$ cat config.mk
export PLATFORM = sky130hd
export DESIGN_NAME = imm_gen_pipe
export DESIGN_NICKNAME = d
export VERILOG_FILES = /design/src/rtl/imm_gen_pkg.sv /design/src/rtl/imm_decode.sv /design/src/rtl/imm_gen_pipe.sv
export SDC_FILE = /design/constraint.sdc
export NUM_CORES = 1
export LEC_CHECK = 0
export ABC_AREA = 1
export BUFFER_PORTS_ARGS = -buffer_cell sky130_fd_sc_hd__buf_2
export CAP_MARGIN = 15
export CORE_MARGIN = 3
export CORE_UTILIZATION = 30
export DETAILED_ROUTE_END_ITERATION = 12
export GPL_TIMING_DRIVEN = 1
export MAX_ROUTING_LAYER = met4
export PLACE_DENSITY = 0.47
export SYNTH_ARGS = -nofsm -noshare
export SYNTH_HDL_FRONTEND = slang
export SYNTH_SLANG_ARGS = --single-unit
$ cat constraint.sdc
create_clock -name clk -period 1.45 [get_ports clk]
set_input_delay 0.3625 -clock clk [delete_from_list [all_inputs] [get_ports clk]]
set_output_delay 0.3625 -clock clk [all_outputs]
set_load 0.01 [all_outputs]
$ cat src/rtl/imm_gen_pkg.sv
`default_nettype none
// ============================================================================
// Module   : imm_gen_pkg
// Purpose  : Shared types and opcode constants for the immediate-generation
//            stage (format codes, pipeline states, RISC-V major opcodes).
// Revision : 1.0 - initial release
// ============================================================================
package imm_gen_pkg;

    // Instruction format reported alongside the immediate
    typedef enum logic [2:0] {
        FMT_R    = 3'd0,
        FMT_I    = 3'd1,
        FMT_S    = 3'd2,
        FMT_B    = 3'd3,
        FMT_U    = 3'd4,
        FMT_J    = 3'd5,
        FMT_NONE = 3'd7
    } fmt_e;

    // Occupancy of the output register / skid buffer pair
    typedef enum logic [1:0] {
        ST_EMPTY = 2'd0,
        ST_ONE   = 2'd1,
        ST_FULL  = 2'd2
    } pipe_state_e;

    // RISC-V major opcodes (instr[6:0])
    localparam logic [6:0] c_OP_LOAD     = 7'b0000011;
    localparam logic [6:0] c_OP_MISC_MEM = 7'b0001111;
    localparam logic [6:0] c_OP_IMM      = 7'b0010011;
    localparam logic [6:0] c_OP_JALR     = 7'b1100111;
    localparam logic [6:0] c_OP_SYSTEM   = 7'b1110011;
    localparam logic [6:0] c_OP_IMM_32   = 7'b0011011;
    localparam logic [6:0] c_OP_STORE    = 7'b0100011;
    localparam logic [6:0] c_OP_BRANCH   = 7'b1100011;
    localparam logic [6:0] c_OP_LUI      = 7'b0110111;
    localparam logic [6:0] c_OP_AUIPC    = 7'b0010111;
    localparam logic [6:0] c_OP_JAL      = 7'b1101111;
    localparam logic [6:0] c_OP_REG      = 7'b0110011;
    localparam logic [6:0] c_OP_REG_32   = 7'b0111011;

endpackage
`default_nettype wire

$ cat src/rtl/imm_decode.sv
`default_nettype none
// ============================================================================
// Module   : imm_decode
// Purpose  : Combinational opcode classifier and immediate builder. Produces
//            the sign-extended immediate, format code and illegal flag.
// Revision : 1.0 - initial release
// ============================================================================
module imm_decode
    import imm_gen_pkg::*;
#(
    parameter int XLEN            = 64,
    parameter int HALFWORD_BRANCH = 1
) (
    input  logic [31:0]     i_instr,
    output logic [XLEN-1:0] o_imm,
    output fmt_e            o_fmt,
    output logic            o_illegal
);

    localparam bit c_IS64 = (XLEN == 64);
    localparam bit c_HW   = (HALFWORD_BRANCH != 0);

    // Immediate assembled at 32 bits; bit 31 is always the sign source
    logic [31:0] w_imm32;

    // Classify the opcode and build the 32-bit sign-extended immediate
    always_comb begin
        w_imm32   = 32'd0;
        o_fmt     = FMT_NONE;
        o_illegal = 1'b0;
        case (i_instr[6:0])
            c_OP_LOAD, c_OP_MISC_MEM, c_OP_IMM, c_OP_JALR, c_OP_SYSTEM: begin
                o_fmt   = FMT_I;
                w_imm32 = {{20{i_instr[31]}}, i_instr[31:20]};
            end
            c_OP_IMM_32: begin
                if (c_IS64) begin
                    o_fmt   = FMT_I;
                    w_imm32 = {{20{i_instr[31]}}, i_instr[31:20]};
                end else begin
                    o_illegal = 1'b1;
                end
            end
            c_OP_STORE: begin
                o_fmt   = FMT_S;
                w_imm32 = {{20{i_instr[31]}}, i_instr[31:25], i_instr[11:7]};
            end
            c_OP_BRANCH: begin
                o_fmt = FMT_B;
                // Halfword mode drops the always-zero LSB and widens the sign
                if (c_HW) begin
                    w_imm32 = {{20{i_instr[31]}}, i_instr[31], i_instr[7],
                               i_instr[30:25], i_instr[11:8]};
                end else begin
                    w_imm32 = {{19{i_instr[31]}}, i_instr[31], i_instr[7],
                               i_instr[30:25], i_instr[11:8], 1'b0};
                end
            end
            c_OP_LUI, c_OP_AUIPC: begin
                o_fmt   = FMT_U;
                w_imm32 = {i_instr[31:12], 12'd0};
            end
            c_OP_JAL: begin
                o_fmt = FMT_J;
                if (c_HW) begin
                    w_imm32 = {{12{i_instr[31]}}, i_instr[31], i_instr[19:12],
                               i_instr[20], i_instr[30:21]};
                end else begin
                    w_imm32 = {{11{i_instr[31]}}, i_instr[31], i_instr[19:12],
                               i_instr[20], i_instr[30:21], 1'b0};
                end
            end
            c_OP_REG: begin
                o_fmt = FMT_R;
            end
            c_OP_REG_32: begin
                if (c_IS64) begin
                    o_fmt = FMT_R;
                end else begin
                    o_illegal = 1'b1;
                end
            end
            default: begin
                o_illegal = 1'b1;
            end
        endcase
    end

    // Widen to XLEN by replicating bit 31
    if (XLEN > 32) begin : g_sext
        assign o_imm = {{(XLEN-32){w_imm32[31]}}, w_imm32};
    end else begin : g_narrow
        assign o_imm = w_imm32[XLEN-1:0];
    end

endmodule
`default_nettype wire

$ cat src/rtl/imm_gen_pipe.sv
`default_nettype none
// ============================================================================
// Module   : imm_gen_pipe
// Purpose  : Elastic immediate-generation stage. Decodes each instruction
//            combinationally and holds results in an output register backed
//            by a one-entry skid buffer (valid/ready, one-cycle latency).
// Revision : 1.0 - initial release
// ============================================================================
module imm_gen_pipe
    import imm_gen_pkg::*;
#(
    parameter int XLEN            = 64,
    parameter int HALFWORD_BRANCH = 1
) (
    input  logic            clk,
    input  logic            reset,
    input  logic            in_valid,
    output logic            in_ready,
    input  logic [31:0]     in_instr,
    output logic            out_valid,
    input  logic            out_ready,
    output logic [XLEN-1:0] out_imm,
    output logic [2:0]      out_fmt,
    output logic            out_illegal
);

    typedef struct packed {
        logic [XLEN-1:0] imm;
        fmt_e            fmt;
        logic            illegal;
    } res_t;

    logic [XLEN-1:0] w_dec_imm;
    fmt_e            w_dec_fmt;
    logic            w_dec_illegal;
    res_t            w_dec;

    pipe_state_e     r_state;
    pipe_state_e     w_state_nxt;
    res_t            r_out;
    res_t            r_skid;

    logic            w_accept;
    logic            w_deliver;
    logic            w_ld_out_in;
    logic            w_ld_out_skid;
    logic            w_ld_skid;

    imm_decode #(
        .XLEN            (XLEN),
        .HALFWORD_BRANCH (HALFWORD_BRANCH)
    ) u_decode (
        .i_instr   (in_instr),
        .o_imm     (w_dec_imm),
        .o_fmt     (w_dec_fmt),
        .o_illegal (w_dec_illegal)
    );

    assign w_dec = '{imm: w_dec_imm, fmt: w_dec_fmt, illegal: w_dec_illegal};

    // in_ready depends only on registered state and reset, never on out_ready
    assign in_ready  = !reset && (r_state != ST_FULL);
    assign out_valid = (r_state != ST_EMPTY);
    assign w_accept  = in_valid && in_ready;
    assign w_deliver = out_valid && out_ready;

    assign out_imm     = r_out.imm;
    assign out_fmt     = r_out.fmt;
    assign out_illegal = r_out.illegal;

    // Next occupancy and which register loads from where
    always_comb begin
        w_state_nxt   = r_state;
        w_ld_out_in   = 1'b0;
        w_ld_out_skid = 1'b0;
        w_ld_skid     = 1'b0;
        case (r_state)
            ST_EMPTY: begin
                if (w_accept) begin
                    w_ld_out_in = 1'b1;
                    w_state_nxt = ST_ONE;
                end
            end
            ST_ONE: begin
                if (w_accept && w_deliver) begin
                    w_ld_out_in = 1'b1;
                end else if (w_accept) begin
                    w_ld_skid   = 1'b1;
                    w_state_nxt = ST_FULL;
                end else if (w_deliver) begin
                    w_state_nxt = ST_EMPTY;
                end
            end
            ST_FULL: begin
                if (w_deliver) begin
                    w_ld_out_skid = 1'b1;
                    w_state_nxt   = ST_ONE;
                end
            end
            default: begin
                w_state_nxt = ST_EMPTY;
            end
        endcase
    end

    // Occupancy state register
    always_ff @(posedge clk) begin
        if (reset) begin
            r_state <= ST_EMPTY;
        end else begin
            r_state <= w_state_nxt;
        end
    end

    // Output and skid data registers; reset clears both to a neutral result
    always_ff @(posedge clk) begin
        if (reset) begin
            r_out.imm      <= '0;
            r_out.fmt      <= FMT_NONE;
            r_out.illegal  <= 1'b0;
            r_skid.imm     <= '0;
            r_skid.fmt     <= FMT_NONE;
            r_skid.illegal <= 1'b0;
        end else begin
            if (w_ld_out_in) begin
                r_out <= w_dec;
            end else if (w_ld_out_skid) begin
                r_out <= r_skid;
            end
            if (w_ld_skid) begin
                r_skid <= w_dec;
            end
        end
    end

endmodule
`default_nettype wire

After elaboration in Yosys (flattened, before gate mapping)
Index checks and enable logic that the tools add are counted.

word-level totals
  flip-flop bits (word level) = 106
  bits in latches = 0
  memory bits (writable) = 0
  ROM bits = 0
  input bits = 36
  output and inout bits = 70
  word-level logic and storage cells = 58
  memories = 0

operators by class
  add/sub/neg operators = 0
  multipliers = 0
  divide/modulo/power cells = 0
  magnitude comparators = 0
  eq/ne operators = 20
  shift operators = 0
  multiplexer cells = 18
  bitwise logic cells = 0
  reduce and logical (&&, ||, !) cells = 13

operators by type and width
  operator              count
  $pmux W32 S5          1
  $mux W68              2
  $eq A7 B6 Y1 const B  4
  $eq A7 B7 Y1 const B  4
  $eq A7 B5 Y1 const B  3
  $pmux W3 S6           1
  $reduce_or A13 Y1     1
  $mux W2               5
  $ne A2 B2 Y1 const B  4
  $eq A7 B2 Y1 const B  1
  $eq A7 B4 Y1 const B  1
  $mux W1               7
  $pmux W2 S3           1
  $reduce_or A6 Y1      1
  $logic_and A1 B1 Y1   4
  $reduce_and A4 Y1     1
  $reduce_bool A2 Y1    2
  $reduce_or A2 Y1      2
  $ne A3 B3 Y1 const B  1
  $eq A2 B1 Y1 const B  1
  $eq A2 B2 Y1 const B  1
  $logic_not A2 Y1      1
  $pmux W1 S2           1
  $logic_not A1 Y1      1

Depth between registers and ports, before layout
Gate-level depths: netlist (run 1).

  depth after elaboration = 7
  gate-level depth with buffers = 11
  gate-level depth less buffers = 11

Cells and area by module
A second synthesis (run 1) with hierarchy kept.

second synthesis, totals
  cell total of the unflattened synthesis = 1169
  area total of the unflattened synthesis = 7363.3 µm²

modules (own cells, without submodules)
  module        instances  cells each  area each (µm²)
  imm_gen_pipe  1          908         6160.9
  imm_decode    1          261         1202.4

Worst setup path after synthesis (run 1)
OpenSTA, ideal clock, no wires.

  kind = input to register
  start = input reset
  end = register r_skid[19] (netlist name)
  arrival = 1471 ps
  slack = -130 ps
  cell stages on the path = 9
  cell sequence = clkbuf_1 > nor2_4 > nand2_1 > nor3_4 > buf_4 > buf_4 > nand3_1 > nand2_1 > inv_1

between the ends
  longest elaborated chain between the ends = 6

RTL lines
  item                                            line                                    RTL
  from (decl)                                     imm_gen_pipe.sv:16                      input logic reset,
  $logic_not A1 Y1 *                              imm_gen_pipe.sv:62                      assign in_ready = !reset && (r_state != ST_FULL);
  $logic_and A1 B1 Y1 *                           imm_gen_pipe.sv:62
  via in_ready                                    imm_gen_pipe.sv:18                      output logic in_ready,
  $logic_and A1 B1 Y1 *                           imm_gen_pipe.sv:64                      assign w_accept = in_valid && in_ready;
  $mux W1 or $logic_and A1 B1 Y1 (tied branches)  imm_gen_pipe.sv:87, imm_gen_pipe.sv:85
  $mux W1 *                                       imm_gen_pipe.sv:85                      if (w_accept && w_deliver) begin
  $mux W1 *                                       imm_gen_pipe.sv:77                      case (r_state)
  to (signal assigned)                            imm_gen_pipe.sv:131                     r_skid <= w_dec;
  to (decl)                                       imm_gen_pipe.sv:41                      res_t r_skid;

The timed path passes the listed nets; every way through them passes the cells marked *.
A chain may end at the register's enable or synchronous reset.

Worst setup path in the final report (run 1)
  start = register r_state[1]
  end = output in_ready

between the ends
  longest elaborated chain between the ends = 2

RTL lines
  item                    line                 RTL
  from (decl)             imm_gen_pipe.sv:38   pipe_state_e r_state;
  from (signal assigned)  imm_gen_pipe.sv:111  r_state <= w_state_nxt;
  $ne A2 B2 Y1            imm_gen_pipe.sv:62
  $logic_and A1 B1 Y1     imm_gen_pipe.sv:62
  to (decl)               imm_gen_pipe.sv:18

No other way between the ends.

==> results of run 1 <==
[through the flow]
step | power [mW] | TNS, ns
floorplan | 2.70 | -0.333
global placement | 2.99 | -17.39
detailed placement | 2.99 | -18.78
CTS | 5.31 | -1.50
global route | 5.57 | -5.64
finish | 5.36 | -0.295
[layer usage]
metal / track usage / vias to the layer above / routed length [µm]
met3: 0.0432 / 17 / 982
li1: - / 2527 / -
met5: - / - / 0
met2: 0.302 / 157 / 8120
met1: 0.243 / 2389 / 7950
met4: 0.0406 / 0 / 293
[final timing paths]
path	end	slack, ns	depth (start not counted)
max	in_ready	-0.05	5
min	out_imm[62]	0.37	3
max reg2reg	r_skid[23]	-0.03	11
min reg2reg	r_skid[2]	0.48	2
[worst max-delay path, stage by stage (launching register included)]
cell and delay [ns]:
dfxtp_2 0.33, inv_2 0.05, nor2_4 0.12, nor2_4 0.05
buf_4 0.13, buf_6 0.11
[cells in the final DEF, fill, tap and decap left out, drive strengths merged]
cell	instances
a21oi	34
clkbuf	22
o21ai	29
nor2	98
buf	163
a31oi	32
clkinvlp	1
bufinv	1
dfxtp	74
nor3	2
nand2	171
inv	120
nand3	107
nand4	3
[cells in the mapped netlist (2+ instances only)]
library cell,n
nor2_2,2
dfxtp_1,74
buf_4,35
clkbuf_1,20
o21ai_0,28
nand4_1,3
a31oi_1,32
nand2_1,171
nor2_1,92
inv_1,114
buf_2,16
nor2_4,3
a21oi_1,34
buf_1,4
nand3_1,106
inv_2,6
[final cells by class]
| class | count | area [µm²] | area share |
|---|---|---|---|
| clock buffer | 12 | 256 | 0.0410 |
| clock inverter | 2 | 37.5 | 0.00600 |
| inverter | 120 | 463 | 0.0740 |
| multi-input combinational | 476 | 2330 | 0.373 |
| sequential | 74 | 1490 | 0.238 |
| tap | 184 | 230 | 0.0368 |
| timing repair buffer | 173 | 1440 | 0.231 |
[timing repair]
| action | in CTS | in global routing |
|---|---|---|
| setup buffers | 2 | 7 |
| pin swaps | 5 | 11 |
| cloned | 0 | 14 |
| gates resized for setup | 19 | 63 |
| endpoints found under the hold margin | 0 | 0 |
| setup endpoints to repair | 107 | 107 |
[state kept, by name, indices dropped and copies added, names as in the netlist]
register and cells:
r_skid 36, r_state 2, out_fmt 3, out_illegal 1, out_imm 32
[cell families (layout without fill, tap and decap cells)]
family / Yosys count / in the layout / synth area share
compound gates: 95 / 95 / 0.115
simple gates: 380 / 381 / 0.359
flops: 74 / 74 / 0.330
buf+inv: 195 / 307 / 0.197
[where the power goes]
part,switching [mW],leakage [nW],internal [mW]
sequential,0.0494,0.605,2.12
combinational,0.525,2.42,0.369
clock,0.887,0.141,1.41
==> results.cfg, run 1 <==
[status]
status = complete, but fails checks
failed_checks = setup timing

[drt]
dr.pass1.iters = 5
via_per_inst = 4.89
wire_per_inst_um = 16.7
drc_errors = 0
antenna_left = 0
vias = 5090
drt_iter0_drc = 428
drt-total-wl_mm = 17.3

[grt]
grt_max_degree = 42
grt_overflow_total = 0
track_usage = 0.188
grt_first_pass_wirelength_mm = 23.9
antenna_found_initial = 0
grt_pass1_vias = 4631

[floorplanning]
fp.dieH_um = 128
start_util = 0.308
dieArea_um2 = 16500
io_pins = 106
rows = 44
coreArea_um2 = 14600
die_w_um = 128

[clocking]
clk_transition_reported_paths_ns = 0.06
cts.sinks = 74
cts_buffer_depth = 2
clock_latency_ns = 0.34
root_buffer = clkbuf_16
cts_max_level = 3
tritoncts = yes
hold_buffers = 0
numCtsBuffers = 9

[place]
post-place-ws_ns = -0.333
dpl_cell_area_um2 = 5310
dp_hpwl_mm = 10.2
place_inst = 1004
port_buffers = 105
place.gp.congestion = 0.874

[timing]
hold_violations = 0
period_minus_slack_ns = 1.50
finalSetupViolCount = 20
holdWs_ns = 0.372
tightest_slew_ns = 0.499
grt_setup_unrepaired = yes
setup_slack_ns = -0.0463
period_share = 1.03
slew_violations = 0
skew_ns = 0.00705
fmax_mhz = 668
slew_headroom = 0.668

[layout]
drive_gt1_frac = 0.287
layout.cells.non_filler = 1041
area_growth_pct = 39.2
fillers = 1554
design_area_um2 = 6250
utilization = 0.429
layout.nets = 890
antenna_cells = 0

[logic_synthesis]
yosysTopAreaCell = dfxtp_1
synthCells = 744
synthFlopType = dfxtp_1
seq_area_frac_synth = 0.330
syn-num-nets = 780
synth.avg_cell_area_um2 = 6.04
yosys_warnings = 0
synthDistinctLibCells = 20
async_flop_share = 0
synth_top_area_share = 0.330
synth_edf_count = 0
syn_area_um2 = 4490
ys_seq_elements = 74
yosys-top-cells-area = dfxtp_1 33%, nand2_1 14%, nand3_1 12%

[power_and_ir_drop]
pwr_density_cell_nw_per_um2 = 857
power.leakage_nw = 3.16
vdd.ir_drop.worst_v = 0.000569

[worst_setup_path]
timing.rr.start = r_state[1]
crit_path_max_fanout = 3
startpoint_type = flop
arrival_ns = 1.13
worstPathRequired_ns = 1.09
critical_path_class = reg2out
crit_path_end_kind = output pin
crit_start = r_state[1]

[worst_hold_path]
hold_class = in2reg
min-delay-start = in_instr[31]

[job]
cap_violations = 0
No activity file was read; power rests on OpenSTA's default activity.
==> run 2: changes to the inputs <==
--- a/config.mk
+++ b/config.mk
@@ -9,11 +9,12 @@
 export BUFFER_PORTS_ARGS = -buffer_cell sky130_fd_sc_hd__buf_2
 export CAP_MARGIN = 15
 export CORE_MARGIN = 3
-export CORE_UTILIZATION = 30
+export CORE_UTILIZATION = 49
 export DETAILED_ROUTE_END_ITERATION = 12
 export GPL_TIMING_DRIVEN = 1
 export MAX_ROUTING_LAYER = met4
-export PLACE_DENSITY = 0.47
+export PLACE_DENSITY = 0.73
+export REMOVE_ABC_BUFFERS = 1
 export SYNTH_ARGS = -nofsm -noshare
 export SYNTH_HDL_FRONTEND = slang
 export SYNTH_SLANG_ARGS = --single-unit
==> run 2 against run 1 <==
The run still ends with setup timing left; fmax is 2.7% lower; utilization is 22 points higher; sequential cell count stayed put; clock-buffer cell count is 3 lower; worst setup slack worse by 0.042 ns; combinational power is 2% lower.
==> results.cfg, run 2 (synthesized netlist as in run 1, its figures left out) <==
[drt]
drt-total-wl_mm = 13.6
drc_errors = 0
drt_iter0_drc = 357
antenna_left = 0
vias = 5089
wire_per_inst_um = 14.4
dr.pass1.iters = 5
via_per_inst = 5.37

[layout]
layout_commonest_cell = nand2_1
area_growth_pct = 26.9
design_area_um2 = 5700
antenna_cells = 0
layout.cells.non_filler = 947
layout.nets = 872
largest_reg_flops = 36
final_cell_mix = 169 x nand2_1, 112 x inv_1, 104 x buf_2, 89 x nor2_1, 79 x nand3_1
regMostFlops = r_skid
drive_gt1_frac = 0.271

[power_and_ir_drop]
power.leakage_nw = 2.95
pwr_density_cell_nw_per_um2 = 779
vdd.ir_drop.worst_v = 0.000476

[place]
place.gp.congestion = 0.989
dp_hpwl_mm = 9.05
port_buffers = 105
place_inst = 928
dpl_cell_area_um2 = 5130

[timing]
finalSetupViolCount = 40
slew_headroom = 0.766
setup_slack_ns = -0.0881
period_share = 1.06
holdWs_ns = 0.368
slew_violations = 0
hold_violations = 0
skew_ns = 0.0123
grt_setup_unrepaired = yes
tightest_slew_ns = 0.350
period_minus_slack_ns = 1.54
fmax_mhz = 650

[status]
failed_checks = setup timing
status = complete, but fails checks

[clocking]
cts.sinks = 74
tritoncts = yes
numCtsBuffers = 9
clk_transition_reported_paths_ns = 0.09
cts_max_level = 3
cts_buffer_depth = 2
root_buffer = clkbuf_8
hold_buffers = 0
clock_latency_ns = 0.35

[grt]
grt_first_pass_wirelength_mm = 21.5
grt_pass1_vias = 4680
grt_overflow_total = 0
antenna_found_initial = 0
grt_max_degree = 41
track_usage = 0.265

[worst_setup_path]
critical_path_class = reg2out
worstPathRequired_ns = 1.09
crit_path_end_kind = output pin
crit_path_max_fanout = 3
startpoint_type = flop
arrival_ns = 1.18

[worst_hold_path]
hold_class = in2reg

[floorplanning]
dieArea_um2 = 10400
die_w_um = 102
coreArea_um2 = 8810
start_util = 0.510
fp.dieH_um = 102
rows = 34
io_pins = 106

[job]
cap_violations = 0
run 2: path summary, 6_finish.rpt:
kind                      from     endpoint  slack [ns]  cells after the start
setup / recovery    r_state[1]     in_ready       -0.09                      5
hold / removal    in_instr[31]   r_skid[35]        0.37                      3
setup reg to reg    r_state[1]  out_imm[24]       -0.09                     10
hold reg to reg      r_skid[3]    r_skid[3]        0.48                      2
run 2: where the power goes:
part           internal, mW  switching (mW)  leakage, nW
Sequential             2.12          0.0473        0.604
Combinational         0.372           0.502         2.27
Clock                 0.599           0.807       0.0769
Total                  3.09            1.36         2.95
run 2: critical path: stages (launching register included):
cell and delay, ns:
dfxtp_2 0.34, inv_2 0.05, nor2_4 0.14, nor2_4 0.05
buf_4 0.13, buf_6 0.11
run 2: final cells by class:
type | count | area, µm²
Sequential cell | 74 | 1490
Fill cell | 835 | 3100
Multi-Input combinational cell | 475 | 2340
Inverter | 120 | 468
Timing Repair Buffer | 156 | 1120
Clock inverter | 5 | 33.8
Clock buffer | 9 | 124
Tap cell | 108 | 135
run 2: routing by layer:
layer,global-route usage,vias to the layer above,part of all wire
met5,-,-,0
met4,0.0910,0,0.019
met3,0.0386,23,0.078
met2,0.429,250,0.48
met1,0.339,2338,0.42
li1,-,2478,-
run 2: per-stage QoR:
stage / setup WS, ns / setup TNS (ns) / util / power, mW
2_1_floorplan: -1.48 / -123.19 / - / 2.57
3_3_place_gp: -0.346 / -17.52 / 0.583 / 2.96
3_5_place_dp: -0.437 / -20.38 / 0.583 / 2.97
4_1_cts: -0.0776 / -0.395 / 0.615 / 4.38
5_1_grt: -0.164 / -8.40 / 0.648 / 4.65
6_report: -0.0881 / -2.17 / 0.648 / 4.44
run 2: repair_timing:
item / in CTS / in global routing
pin swaps: 1 / 11
gates resized for setup: 23 / 55
setup buffers: 2 / 0
gates cloned: 1 / 2
endpoints found under the setup margin: 107 / 107
hold endpoints to repair: 0 / 0
